### src/rtl/hdmi_init_sequencer.sv
// rtl/hdmi_init_sequencer.sv - table-driven HDMI init sequencer feeding the I2C register-transaction block
// Walks a ROM of (op, chip, reg, value) entries, then polls HPD and reruns the table on HPD rising or restart.
module hdmi_init_sequencer #(
  parameter int         ADDR_W      = 6,
  parameter int         DELAY_UNIT  = 27000,
  parameter int         POLL_CYCLES = 270000,
  parameter logic [6:0] HPD_CHIP    = 7'h39,
  parameter logic [7:0] HPD_REG     = 8'h42,
  parameter int         HPD_BIT     = 6
) (
  input  logic              clk,
  input  logic              reset,
  input  logic              restart,
  output logic [ADDR_W-1:0] tbl_addr,
  input  logic [24:0]       tbl_data,
  output logic [6:0]        chip_addr,
  output logic [7:0]        reg_addr,
  output logic [7:0]        value,
  output logic              is_read,
  output logic              enable,
  input  logic [7:0]        data,
  input  logic              done,
  output logic              ready,
  output logic              busy
);

  localparam logic [3:0] S_FETCH   = 4'd0;
  localparam logic [3:0] S_DECODE  = 4'd1;
  localparam logic [3:0] S_ISSUE   = 4'd2;
  localparam logic [3:0] S_ACK     = 4'd3;
  localparam logic [3:0] S_CPLT    = 4'd4;
  localparam logic [3:0] S_DELAY   = 4'd5;
  localparam logic [3:0] S_PWAIT   = 4'd6;
  localparam logic [3:0] S_MONITOR = 4'd7;
  localparam logic [3:0] S_MWAIT   = 4'd8;

  localparam logic [1:0] OP_WRITE   = 2'd0;
  localparam logic [1:0] OP_DELAY   = 2'd1;
  localparam logic [1:0] OP_WAITBIT = 2'd2;

  localparam logic [23:0] POLL_LOAD = 24'(POLL_CYCLES);
  localparam logic [23:0] UNIT      = 24'(DELAY_UNIT);

  logic [3:0]  state;
  logic [23:0] count;
  logic        monitor;
  logic        hpd_prev;
  logic        hpd_seen;
  logic        restart_pend;
  logic        pend;
  logic        bit_match;
  logic        hpd_now;
  logic        last_entry;

  assign pend       = restart_pend | restart;
  assign bit_match  = (data[value[2:0]] == value[3]);
  assign hpd_now    = data[HPD_BIT];
  assign last_entry = &tbl_addr;

  always_ff @(posedge clk) begin
    if (!reset) begin
      state        <= S_FETCH;
      tbl_addr     <= '0;
      chip_addr    <= 7'd0;
      reg_addr     <= 8'd0;
      value        <= 8'd0;
      is_read      <= 1'b0;
      enable       <= 1'b0;
      ready        <= 1'b0;
      busy         <= 1'b0;
      count        <= 24'd0;
      monitor      <= 1'b0;
      hpd_prev     <= 1'b0;
      hpd_seen     <= 1'b0;
      restart_pend <= 1'b0;
    end else begin
      enable <= 1'b0;
      if (restart) restart_pend <= 1'b1;
      // A restart never cuts a transaction short; ACK/CPLT honour it on completion.
      if (pend && state != S_ACK && state != S_CPLT) begin
        state        <= S_FETCH;
        tbl_addr     <= '0;
        ready        <= 1'b0;
        busy         <= 1'b1;
        monitor      <= 1'b0;
        restart_pend <= 1'b0;
      end else begin
        case (state)
          S_FETCH: begin
            busy  <= 1'b1;
            state <= S_DECODE;
          end
          S_DECODE: begin
            chip_addr <= tbl_data[22:16];
            reg_addr  <= tbl_data[15:8];
            value     <= tbl_data[7:0];
            is_read   <= (tbl_data[24:23] == OP_WAITBIT);
            case (tbl_data[24:23])
              OP_WRITE, OP_WAITBIT: state <= S_ISSUE;
              OP_DELAY: begin
                count <= 24'(tbl_data[7:0]) * UNIT;
                state <= S_DELAY;
              end
              default: begin
                busy    <= 1'b0;
                ready   <= 1'b0;
                monitor <= 1'b1;
                state   <= S_MONITOR;
              end
            endcase
          end
          S_ISSUE: begin
            if (done) begin
              enable <= 1'b1;
              state  <= S_ACK;
            end
          end
          S_ACK: begin
            if (!done) state <= S_CPLT;
          end
          S_CPLT: begin
            if (done) begin
              if (monitor) begin
                hpd_prev <= hpd_now;
                hpd_seen <= 1'b1;
              end
              if (pend) begin
                state        <= S_FETCH;
                tbl_addr     <= '0;
                ready        <= 1'b0;
                busy         <= 1'b1;
                monitor      <= 1'b0;
                restart_pend <= 1'b0;
              end else if (monitor) begin
                // The very first HPD sample only establishes the baseline.
                if (hpd_seen && !hpd_prev && hpd_now) begin
                  state    <= S_FETCH;
                  tbl_addr <= '0;
                  ready    <= 1'b0;
                  busy     <= 1'b1;
                  monitor  <= 1'b0;
                end else begin
                  ready <= hpd_now;
                  count <= POLL_LOAD;
                  state <= S_MWAIT;
                end
              end else if (is_read && !bit_match) begin
                count <= POLL_LOAD;
                state <= S_PWAIT;
              end else begin
                tbl_addr <= tbl_addr + ADDR_W'(1);
                if (last_entry) begin
                  busy    <= 1'b0;
                  ready   <= 1'b0;
                  monitor <= 1'b1;
                  state   <= S_MONITOR;
                end else begin
                  state <= S_FETCH;
                end
              end
            end
          end
          S_DELAY: begin
            if (count <= 24'd1) begin
              tbl_addr <= tbl_addr + ADDR_W'(1);
              if (last_entry) begin
                busy    <= 1'b0;
                ready   <= 1'b0;
                monitor <= 1'b1;
                state   <= S_MONITOR;
              end else begin
                state <= S_FETCH;
              end
            end else begin
              count <= count - 24'd1;
            end
          end
          S_PWAIT: begin
            if (count == 24'd0) state <= S_ISSUE;
            else count <= count - 24'd1;
          end
          S_MONITOR: begin
            chip_addr <= HPD_CHIP;
            reg_addr  <= HPD_REG;
            value     <= 8'd0;
            is_read   <= 1'b1;
            state     <= S_ISSUE;
          end
          S_MWAIT: begin
            if (count == 24'd0) state <= S_MONITOR;
            else count <= count - 24'd1;
          end
          default: state <= S_FETCH;
        endcase
      end
    end
  end

endmodule

### config.mk
export PLATFORM = sky130hd
export DESIGN_NAME = hdmi_init_sequencer
export DESIGN_NICKNAME = d
export VERILOG_FILES = /design/src/rtl/hdmi_init_sequencer.sv
export SDC_FILE = /design/constraint.sdc
export NUM_CORES = 1
export LEC_CHECK = 0
export BUFFER_PORTS_ARGS = -buffer_cell sky130_fd_sc_hd__buf_2
export CAP_MARGIN = 5
export CORE_MARGIN = 2
export CORE_UTILIZATION = 45
export DETAILED_ROUTE_END_ITERATION = 8
export PLACE_DENSITY = 0.69
export SLEW_MARGIN = 20
export SYNTH_ARGS = -nofsm -noshare
export SYNTH_HDL_FRONTEND = slang
export SYNTH_SLANG_ARGS = --single-unit
export TNS_END_PERCENT = 20
### constraint.sdc
create_clock -name clk -period 11 [get_ports clk]
set_input_delay 0.55 -clock clk [delete_from_list [all_inputs] [get_ports clk]]
set_output_delay 0.55 -clock clk [all_outputs]
set_load 0.02 [all_outputs]
==> flow_summary.json, run 1 <==
{
  "worstPathMaxFanout": 6,
  "worstPathArrival_ps": 4780,
  "cp.buffers_inverters": 3,
  "drive_gt1_share_pct": 15.4,
  "max-slew-margin-rel_pct": 46.3,
  "hold_viol": 0,
  "seq_area_um2": 1300,
  "cp_num_cells": 15,
  "die-height_um": 116,
  "worst_clock_skew_ps": 8.09,
  "num_vias": 5218,
  "ys_seq_area_share_pct": 23.1,
  "cts_setup_buffers": 0,
  "synthToLayoutAreaGrowth_pct": 12.8,
  "root_buffer": "clkbuf_16",
  "status": "completed",
  "cts_buffers": 9,
  "synthFlopType": "dfxtp_1",
  "power_leakage_nw": 2.91,
  "yosysWarnings": 0,
  "ys_types": 77,
  "clock-sinks": 65,
  "yosys_register_bits": 65,
  "grt_use_total_pct": 22.8,
  "ant_nets": 0,
  "initial_core_util_pct": 46.5,
  "clkTransAtPathRegs_ps": 60,
  "powerDensity_nw_per_um2": 179,
  "synthXorXnorAreaFrac_pct": 3.57,
  "nFillCells": 1186,
  "crit_family": "adder cells",
  "grt_pass1_vias": 5150,
  "ctsHtreeMaxLevel": 3,
  "required_ps": 11200,
  "synth_fa_ha_area_share_pct": 21.3,
  "reg2reg_depth": 7,
  "synth_top_family_by_area": "simple AND/OR/NAND/NOR gates",
  "std_cell_rows": 40,
  "crit_slowest_cell": "fa_1",
  "synth.mux.area_fraction_pct": 1.87,
  "grt_max_degree": 45,
  "synthCells": 696,
  "cpPeakStageDelay_ps": 540,
  "ir_drop_uv": 98.6,
  "synth_nets": 814,
  "post_cts_resized": 0,
  "vias_per_cell": 5.67,
  "dr.pass1.iters": 5,
  "min_period_ps": 4590,
  "drc": 0,
  "synthArstFlopShare_pct": 0,
  "dpl.hpwl_um": 11000,
  "cpMostUsedCell": "fa_1",
  "num_io_pins": 70,
  "port_buffers": 69,
  "ctsHoldBuffers": 0,
  "finalCritPeriodShare_pct": 41.7,
  "rsz0062_at_grt": "false",
  "cp-start-kind": "input pin",
  "dieArea_um2": 13400,
  "drt_iter0_drc": 337,
  "holdCritPathClass": "in2reg",
  "fp.dieW_um": 116,
  "coreArea_um2": 12100,
  "setup_viol": 0,
  "syn-cell-area_um2": 5640,
  "cts_tree": "built",
  "place.gp.congestion": 0.935,
  "postSynthAreaPerCell_um2": 8.10,
  "drt_wl_total_um": 14500,
  "antennaDiodeCount": 0,
  "numPlacedInstances": 904,
  "fin_cells": 920,
  "worst_pin_slew_ps": 799,
  "wl_per_cell_um": 15.8,
  "criticalPathCategory": "in2reg",
  "tns_ps": 0,
  "antenna_found_initial": 0,
  "fmax_mhz": 218,
  "synthSimpleGateAreaFrac_pct": 21.9,
  "maxSlewViolCount": 0,
  "synth-edff-count": 0,
  "worstPathCellList": "buf_2 -> fa_1 -> inv_1 -> fa_1 -> fa_1 -> fa_1 -> inv_1 -> ha_1 -> o21a_1 -> o31a_1 -> o41ai_1 -> o31ai_1 -> a31oi_1 -> mux2i_1 -> a311oi_2",
  "end_kind": "flip-flop",
  "nNetsFinal": 865,
  "drv_cap": 0,
  "clockBufferDepth": 2,
  "multiInputGateArea_um2": 3880,
  "grt_pass1_wl_um": 24600,
  "whs_path_depth": 3,
  "synth-compound-area-share_pct": 20.2,
  "grt_overflow_total": 0,
  "clkLatencyLatePin_ps": 340
}
-- synth_stat cells (5+ instances only) --
master | number | area share [%]
inv_1 | 75 | 5.0
dfxtp_1 | 65 | 23
clkbuf_1 | 21 | 1.4
a21oi_1 | 40 | 3.6
nand4_1 | 7 | 0.78
a22oi_1 | 17 | 2.3
mux2i_1 | 6 | 1.1
o21a_1 | 6 | 0.80
a21o_1 | 7 | 0.93
nand2b_1 | 5 | 0.56
a31oi_1 | 9 | 1.0
nand2_1 | 44 | 2.9
nor4_1 | 9 | 1.0
nor3_1 | 22 | 2.0
nor2b_1 | 6 | 0.67
o22ai_1 | 16 | 1.8
ha_1 | 56 | 12
xor2_1 | 8 | 1.2
xnor2_1 | 15 | 2.3
nand3_1 | 19 | 1.7
or3_1 | 6 | 0.67
nor2_1 | 82 | 5.5
o21ai_0 | 36 | 3.2
fa_1 | 25 | 8.9
-- worst register-to-register path, delay by kind of cell, from the launching register on --
family	cells	cell delay [ps]
compound gates	4	820
flops	1	740
simple gates	3	1500
-- metal layers --
layer	up-vias	GRT usage (%)	part of all wire [%]
met5	-	0	0
met4	0	8.17	2.1
met3	21	3.92	5.2
met2	166	38.2	48
met1	2458	29.8	44
li1	2573	-	-
-- final cells by class --
type | instances | area share (%)
clock inverters | 7 | 1.32
repair buffers | 72 | 5.79
multi-input cells | 523 | 61.1
flip-flops and latches | 65 | 20.5
clock buffers | 9 | 3.54
well taps | 168 | 3.31
inverters | 76 | 4.49
-- metrics by stage --
step                cell area (µm²)  hold WS [ps]  setup WS, ps  power (mW)  utilization [%]
finish                         6360           441          6410        1.14             52.5
global route                   6360           450          6200        1.23             52.5
CTS                            6360           433          6450        1.14             52.5
detailed placement             6050           468          6080       0.831             49.9
global placement               6050           467          6160       0.818             49.9
floorplan                      5640           450          6590       0.715                -
-- power breakdown --
group          switching [mW]  leakage (nW)  internal, mW
registers              0.0191         0.527         0.249
clock network           0.122         0.149         0.180
logic                   0.322          2.23         0.246
total                   0.463          2.91         0.675
-- kinds of logic after synthesis --
logic type	after synthesis
flip-flops	65
AND/OR/NAND/NOR	238
multiplexers	8
adder cells (fa/ha/maj)	81
XOR/XNOR	23
AO/OA/AOI/OAI	173
buffers and inverters	108
-- registers in the layout (all words and copies together) (netlist names) --
name / flops
busy: 1
monitor: 1
state: 4
chip_addr: 7
restart_pend: 1
value: 8
is_read: 1
enable: 1
tbl_addr: 6
hpd_prev: 1
ready: 1
reg_addr: 8
count: 24
hpd_seen: 1
-- final timing paths --
kind / start / slack [ps] / end
worst max-delay path: tbl_data[5] / 6410 / count[20]$_SDFFE_PN0P_
worst max register to register: state[2]$_SDFFE_PP0P_ / 7850 / count[1]$_SDFFE_PN0P_
worst min-delay path: tbl_data[14] / 440 / reg_addr[6]$_SDFFE_PN0P_
worst min register to register: ready$_SDFFE_PP0P_ / 480 / ready$_SDFFE_PP0P_
-- cells in the final DEF, fill, tap and decap left out, types with 9 or more instances in the layout --
master,count
a21oi_1,39
a22oi_1,17
a31oi_1,9
buf_2,69
clkbuf_16,9
dfxtp_1,65
fa_1,25
ha_1,56
inv_1,75
nand2_1,44
nand3_1,19
nor2_1,82
nor3_1,22
nor4_1,9
o21ai_0,36
o22ai_1,16
xnor2_1,15
No activity file was read; power rests on OpenSTA's default activity.
==> inputs of run 2 (changes only) <==
==> constraint.sdc (replaced) <==
create_clock -name clk -period 4.36 [get_ports clk]
set_input_delay 0.218 -clock clk [delete_from_list [all_inputs] [get_ports clk]]
set_output_delay 0.218 -clock clk [all_outputs]
set_load 0.02 [all_outputs]
==> flow_summary.json, run 2 (synthesis gave the netlist of run 1 again) <==
{
  "holdCritPathClass": "in2reg",
  "dr.pass1.iters": 5,
  "cpMostUsedCell": "fa_1",
  "num_vias": 5227,
  "maxSlewViolCount": 0,
  "antennaDiodeCount": 0,
  "cpPeakStageDelay_ps": 550,
  "drive_gt1_share_pct": 16.4,
  "ctsHtreeMaxLevel": 3,
  "required_ps": 4570,
  "clkLatencyLatePin_ps": 340,
  "numPlacedInstances": 913,
  "tns_ps": 0,
  "finalCritPeriodShare_pct": 93.5,
  "mostFrequentLayoutCells": "nor2_1, inv_1, buf_2",
  "grt_overflow_total": 0,
  "vias_per_cell": 5.63,
  "setup_viol": 0,
  "max-slew-margin-rel_pct": 36.3,
  "fmax_mhz": 245,
  "worstPathMaxFanout": 4,
  "fin_cells": 929,
  "antenna_found_initial": 0,
  "cts_buffers": 9,
  "worstPathArrival_ps": 4290,
  "clkTransAtPathRegs_ps": 60,
  "root_buffer": "clkbuf_16",
  "crit_slowest_cell": "fa_1",
  "drt_wl_total_um": 14300,
  "end_kind": "flip-flop",
  "largest_register_ffs": 24,
  "dpl_worst_slack_ps": -72.7,
  "powerDensity_nw_per_um2": 453,
  "clockBufferDepth": 2,
  "grt_pass1_vias": 4923,
  "cts_tree": "built",
  "initial_core_util_pct": 46.5,
  "rsz0062_at_grt": "false",
  "ctsHoldBuffers": 0,
  "num_io_pins": 70,
  "port_buffers": 69,
  "grt_max_degree": 45,
  "layout_commonest_cell": "nor2_1",
  "nNetsFinal": 874,
  "die-height_um": 116,
  "dieArea_um2": 13400,
  "setup_ws_ps": 282,
  "post_cts_resized": 0,
  "drt_iter0_drc": 390,
  "grt_pass1_wl_um": 23900,
  "drc": 0,
  "grt_use_total_pct": 22.4,
  "top_register": "count",
  "place.gp.congestion": 0.934,
  "fp.dieW_um": 116,
  "worst_clock_skew_ps": 8.08,
  "nFillCells": 1176,
  "cp-start-kind": "input pin",
  "cts_setup_buffers": 0,
  "coreArea_um2": 12100,
  "clock-sinks": 65,
  "criticalPathCategory": "in2reg",
  "r2r_slack_ps": 1150,
  "crit_family": "adder cells",
  "drv_cap": 0,
  "worstPathCellList": "buf_2 -> fa_1 -> inv_1 -> fa_1 -> fa_1 -> fa_1 -> inv_1 -> ha_1 -> o21a_1 -> o31a_1 -> o41ai_1 -> buf_4 -> o31ai_1 -> buf_4 -> a31oi_1 -> mux2i_1 -> a311oi_2",
  "min_period_ps": 4080,
  "largestRegisters": "count (24), reg_addr (8), value (8)",
  "cp.buffers_inverters": 5,
  "ir_drop_uv": 257,
  "power_leakage_nw": 2.95,
  "std_cell_rows": 40,
  "synthToLayoutAreaGrowth_pct": 14.0,
  "worst_pin_slew_ps": 947,
  "ant_nets": 0,
  "status": "completed",
  "wl_per_cell_um": 15.4,
  "dpl.hpwl_um": 10800,
  "hold_viol": 0
}
-- run 2: cell count changes in the layout (fill, tap and decap cells not counted), sizes merged --
cell / previous run / this run
buf: 72 / 81
-- run 2: stage by stage --
stage	hold slack, ps	total power, mW	util [%]	area, µm²
2_1_floorplan	361	1.80	-	5640
3_3_place_gp	446	2.12	50.5	6120
3_5_place_dp	464	2.14	50.5	6120
4_1_cts	101	2.91	53.0	6420
5_1_grt	113	3.13	53.0	6420
6_report	105	2.91	53.0	6420
-- run 2: area by class of cell --
| cell class | instances | area, µm² | area share (%) |
|---|---|---|---|
| Clock inverter | 7 | 83.8 | 1.30 |
| Multi-Input combinational cell | 523 | 3880 | 60.4 |
| Tap cell | 168 | 210 | 3.27 |
| Sequential cell | 65 | 1300 | 20.3 |
| Inverter | 76 | 285 | 4.44 |
| Clock buffer | 9 | 225 | 3.51 |
| Timing Repair Buffer | 81 | 435 | 6.78 |
-- run 2: worst min-delay path, stage by stage --
cell,delay (ps)
buf_2,70
o22ai_1,50
nor2_1,70
-- run 2: worst paths after layout --
kind                                            start                        end  cells past startpoint
worst min register to register  hpd_seen$_SDFFE_PN0P_      hpd_seen$_SDFFE_PN0P_                      2
worst max register to register  state[2]$_SDFFE_PP0P_      count[1]$_SDFFE_PN0P_                      7
worst min-delay path                     tbl_data[19]  chip_addr[3]$_SDFFE_PN0P_                      3
worst max-delay path                      tbl_data[5]     count[20]$_SDFFE_PN0P_                     17
-- run 2: metal layers --
layer | global-route usage (%) | routed length, µm
met3 | 4.71 | 851
met4 | 6.11 | 219
met5 | 0 | 0
met1 | 30.0 | 6520
met2 | 36.8 | 6700
-- run 2: where the power goes --
part           internal [mW]  switching (mW)
Sequential             0.629          0.0483
Combinational          0.652           0.821
Clock                  0.454           0.307
